--- config.mk ---
export PLATFORM = sky130hd
export DESIGN_NAME = zpulse_frame_reader
export DESIGN_NICKNAME = d
export VERILOG_FILES = /design/src/rtl/zpulse_frame_reader.sv
export SDC_FILE = /design/constraint.sdc
export NUM_CORES = 1
export LEC_CHECK = 0
export BUFFER_PORTS_ARGS = -buffer_cell sky130_fd_sc_hd__clkbuf_2
export CAP_MARGIN = 10
export CORE_ASPECT_RATIO = 1.4
export CORE_MARGIN = 8
export CORE_UTILIZATION = 45
export CTS_BUF_LIST = sky130_fd_sc_hd__clkbuf_8
export DETAILED_ROUTE_END_ITERATION = 10
export MAX_ROUTING_LAYER = met4
export PLACE_DENSITY_LB_ADDON = 0.2
export SYNTH_ARGS = -nofsm -noshare
export SYNTH_HDL_FRONTEND = slang
export SYNTH_SLANG_ARGS = --single-unit
--- constraint.sdc ---
create_clock -name clk -period 4.05 [get_ports clk]
set_input_delay 0.405 -clock clk [delete_from_list [all_inputs] [get_ports clk]]
set_output_delay 0.405 -clock clk [all_outputs]
set_load 0.005 [all_outputs]
--- src/rtl/zpulse_frame_reader.sv ---
// zpulse_frame_reader: frames BCD pulse-count snapshots as "C<8 digits>\r\n" ASCII byte stream.
// Optional ZPC_LEADZERO_BLANK_EN replaces leading zero digits (except digit0) with spaces.
module zpulse_frame_reader (
    input  logic        clk,
    input  logic        rst,
    input  logic        en,
    input  logic        iDataUpdate,
    input  logic [31:0] iPulseCounter_LCD,
    output logic [7:0]  oByte,
    output logic        oByteValid,
    input  logic        iByteReady,
    output logic        oBusy,
    output logic [7:0]  oDropCnt,
    output logic        oBcdErr
);
    typedef enum logic [2:0] {IDLE, HDR, DIGIT, CR, LF} state_t;
    state_t state, state_nx;
    logic [31:0] mem [2];
    logic        wp, rp;
    logic [1:0]  cnt;
    logic        cap_v;
    logic [31:0] cap_d;
    logic [31:0] frame;
    logic [2:0]  idx;
    logic        xfer, pop, push;
    logic [3:0]  dig;
    logic [7:0]  dig_byte;
    assign oByteValid = state != IDLE;
    assign xfer = oByteValid && iByteReady;
    // a FIFO slot stays occupied until its frame has fully left, so the in-flight frame counts toward full
    assign pop = state == LF && xfer;
    assign push = cap_v && (cnt != 2'd2 || pop);
    assign oBusy = state != IDLE || cnt != 2'd0 || cap_v;
    assign dig = frame[{idx, 2'b00} +: 4];
`ifdef ZPC_LEADZERO_BLANK_EN
    assign dig_byte = (idx != 3'd0 && (frame >> {idx, 2'b00}) == 32'd0) ? 8'h20 :
                      (dig > 4'd9) ? 8'h3F : {4'h3, dig};
`else
    assign dig_byte = (dig > 4'd9) ? 8'h3F : {4'h3, dig};
`endif
    always_comb begin
        state_nx = state;
        oByte = 8'h00;
        case (state)
            IDLE:  state_nx = (cnt != 2'd0) ? HDR : IDLE;
            HDR: begin
                oByte = 8'h43;
                state_nx = xfer ? DIGIT : HDR;
            end
            DIGIT: begin
                oByte = dig_byte;
                state_nx = (xfer && idx == 3'd0) ? CR : DIGIT;
            end
            CR: begin
                oByte = 8'h0D;
                state_nx = xfer ? LF : CR;
            end
            LF: begin
                oByte = 8'h0A;
                state_nx = xfer ? IDLE : LF;
            end
            default: state_nx = IDLE;
        endcase
    end
    always_ff @(posedge clk or posedge rst) begin
        if (rst) begin
            state <= IDLE;
            mem[0] <= '0;
            mem[1] <= '0;
            wp <= 1'b0;
            rp <= 1'b0;
            cnt <= 2'd0;
            cap_v <= 1'b0;
            cap_d <= '0;
            frame <= '0;
            idx <= 3'd7;
            oDropCnt <= 8'd0;
            oBcdErr <= 1'b0;
        end else begin
            state <= state_nx;
            cap_v <= en && iDataUpdate;
            cap_d <= iPulseCounter_LCD;
            if (push) begin
                mem[wp] <= cap_d;
                wp <= ~wp;
            end
            if (pop)
                rp <= ~rp;
            cnt <= cnt + {1'b0, push} - {1'b0, pop};
            if (cap_v && !push && oDropCnt != 8'hFF)
                oDropCnt <= oDropCnt + 8'd1;
            if (state == IDLE && cnt != 2'd0) begin
                frame <= mem[rp];
                idx <= 3'd7;
            end
            if (state == DIGIT && xfer)
                idx <= idx - 3'd1;
            if (state == DIGIT && dig > 4'd9)
                oBcdErr <= 1'b1;
        end
    end
endmodule

==> reports/metrics.yaml <==
min-delay-start: "iPulseCounter_LCD[19]"
postSynthRegisterBits: 148
r2r-end: "frame[3]"
worstMarginPinSlew_ps: 1010
synth_fp_nets: 478
antenna_found_initial: 0
clockBufferDepth: 2
final.setup.tns_ps: 0
maxSlewViolCount: 0
die_width_um: 114
first_pass_iters: 4
hold_path_class: "input port to register"
ant_nets: 0
gp_congestion: 0.790
critical_path_class: "register to primary output"
min_period_ps: 2960
area_delta_synth_final_pct: 13.9
worstSetupEndpointType: "primary output"
grt_overflow_total: 0
cts_buffers: 17
antenna_cells: 0
critPathArrivalTime_ps: 2550
cts-root-buf: "clkbuf_8"
via_per_inst: 5.11
relSlewSlack_pct: 32.4
hold_path_depth: 1
vias: 3499
yosysWarnings: 0
yosys.area.top_type: "dfrtp_1"
hold_slack_ps: 77.0
cap_violations: 0
yosysUniqueCellTypes: 47
syn_area_per_cell_um2: 13.8
min_period_over_period_pct: 73.0
crit_path_start_kind: "register"
met2_usage_pct: 24.5
fin_nets: 532
first_global_vias: 3778
worst_ep_required_time_ps: 3640
cts_resized: 0
synthCells: 436
clock_skew_ps: 11.8
seq_area_frac_synth_pct: 61.4
drive_gt1_share_pct: 30.6
seqCellArea_um2: 3710
num_io_pins: 56
drc: 0
yosysTopAreaCellShare_pct: 60.1
start_util_pct: 45.5
synth_async_sr_flop_share_pct: 100
clkSinkCount: 148
multi_input_area_um2: 2150
syn_area_um2: 6030
postPlaceCellArea_um2: 6450
busiest_layer: "met2"
fill_cells: 1192
row_count: 50
hold_viol: 0
grtUsageTotal_pct: 14.4
synth_area_leaders: "dfrtp_1 60%, mux2_2 7.8%, mux2i_1 6.0%"
regToRegStartpoint: "state[0]"
clk_pin_slew_ps: 80
synth_edf_count: 0
crit_fanout: 9
first_iter_violations: 124
postCtsSetupBuffers: 0
grt_setup_unrepaired: "no"
hold_buffers: 1
reg2reg_depth: 5
ir_worst_vdd_v: 0.000236
port_buffers: 54
grt_pass1_wl_mm: 19.1
die_h_um: 153
status: "complete, no violations"
rrSetupSlack_ps: 1610
p_leak_nw: 3.11
max_freq_mhz: 338
core_um2: 13300
whs_endpoint: "cap_d[19]"
htree_levels: 4
tritoncts: "yes"
grt_util_met3_pct: 3.75
wl_mm: 11.3
dieArea_um2: 17400
final_cell_area_um2: 6870
power.density_nw_per_um2: 777
grt_start_max_net_pins: 87
post-route-util_pct: 51.8
setup_viol: 0
synth_ff_type: "dfrtp_1"
clk_latency_ps: 430
avgRoutedWirePerCell_um: 16.5
use_met1_pct: 15.5
dp_hpwl_mm: 7.74
cells in the mapped netlist, drive strengths merged (3+ instances only):
library cell  instances
mux2                 70
dfrtp               145
clkbuf                6
nand3                 4
inv                   5
a21oi                35
buf                  22
mux2i                36
xor2                  9
o21ai                 6
nor2                 40
dfstp                 3
nand2                10
nor3b                 3
mux4                  6
ha                    5
power by group:
part | switching (mW) | internal, mW | total [mW]
Clock | 0.551 | 0.617 | 1.17
Combinational | 0.809 | 0.861 | 1.67
Sequential | 0.433 | 2.07 | 2.50
sequential cells by signal, summed over array words and instances (netlist names):
register and flops:
state 3, frame 32, rp 1, wp 1
cap_d 32, oBcdErr 1, mem 64, cap_v 1
oDropCnt 8, idx 3, cnt 2
stage by stage:
stage | setup slack [ps] | instances | total power [mW]
6_report | 1090 | 685 | 5.34
5_1_grt | 930 | 685 | 5.73
4_1_cts | 1050 | 685 | 5.43
3_5_place_dp | 1530 | 652 | 4.24
3_3_place_gp | 1580 | 652 | 4.16
2_1_floorplan | 1790 | 436 | 3.74
cell type report:
class | instances | area share [%]
clock inverter | 11 | 1.80
timing repair buffer | 63 | 5.14
sequential | 148 | 54.0
tap | 182 | 3.31
inverter | 5 | 0.328
clock buffer | 21 | 4.21
multi-input combinational | 255 | 31.3
per-layer routing:
layer	vias up	wire length (um)	share of wire, %
met2	55	6020	53
met4	0	282	2.5
met3	19	355	3.1
met1	1785	4670	41
li1	1640	-	-
met5	-	0	0
cells by family after synthesis:
family | after synthesis | share of synthesized area (%)
DFF | 148 | 61.4
muxes | 112 | 21.3
and+or+nand+nor | 73 | 6.14
AOI/OAI and AO/OA | 53 | 5.35
buffers and inverters | 33 | 3.11
xor gates and xnor gates | 11 | 1.60
adders and majority gates | 5 | 1.04
other | 1 | 0.0621
worst max-delay path: stages, from the launching register on:
cell,delay [ps]
dfstp_2,660
mux4_2,530
mux2_2,310
o21ai_0,250
o311ai_0,210
clkbuf_2,170
how the worst max path moves through the flow:
| stage | startpoint | depth (start not counted) | endpoint |
|---|---|---|---|
| after global placement | idx[0] | 5 | oByte[0] |
| after CTS | idx[0] | 5 | oByte[0] |
| after global routing | idx[0] | 5 | oByte[0] |
| after detailed placement | idx[0] | 5 | oByte[0] |
| after floorplan | rst | 1 | cap_d[0] |
| final | idx[0] | 5 | oByte[0] |
cell usage in the layout, fill, tap and decap left out, types with 2 or more instances in the layout:
master      Yosys  final
xor2_1          9      9
inv_1           5      5
inv_6           0      3
xnor2_1         2      2
a21oi_1        35     35
buf_4           2      7
o31ai_1         2      2
nand3_1         4      4
nand2_1        10     10
mux2_2         42     42
nor2_1         40     39
bufinv_16       0      2
nor3b_1         3      3
dfstp_2         3      3
clkinv_2        0      2
ha_1            5      5
mux4_2          6      6
dfrtp_1       145    145
mux2_1         28     28
o22ai_1         2      2
clkinvlp_4      0      3
clkbuf_2        1     54
o21ai_0         5      5
a211oi_1        2      2
clkbuf_8        0     21
a31oi_1         2      2
nand2b_1        2      2
mux2i_1        36     36
Note: power is estimated with default switching activity, not from simulation.
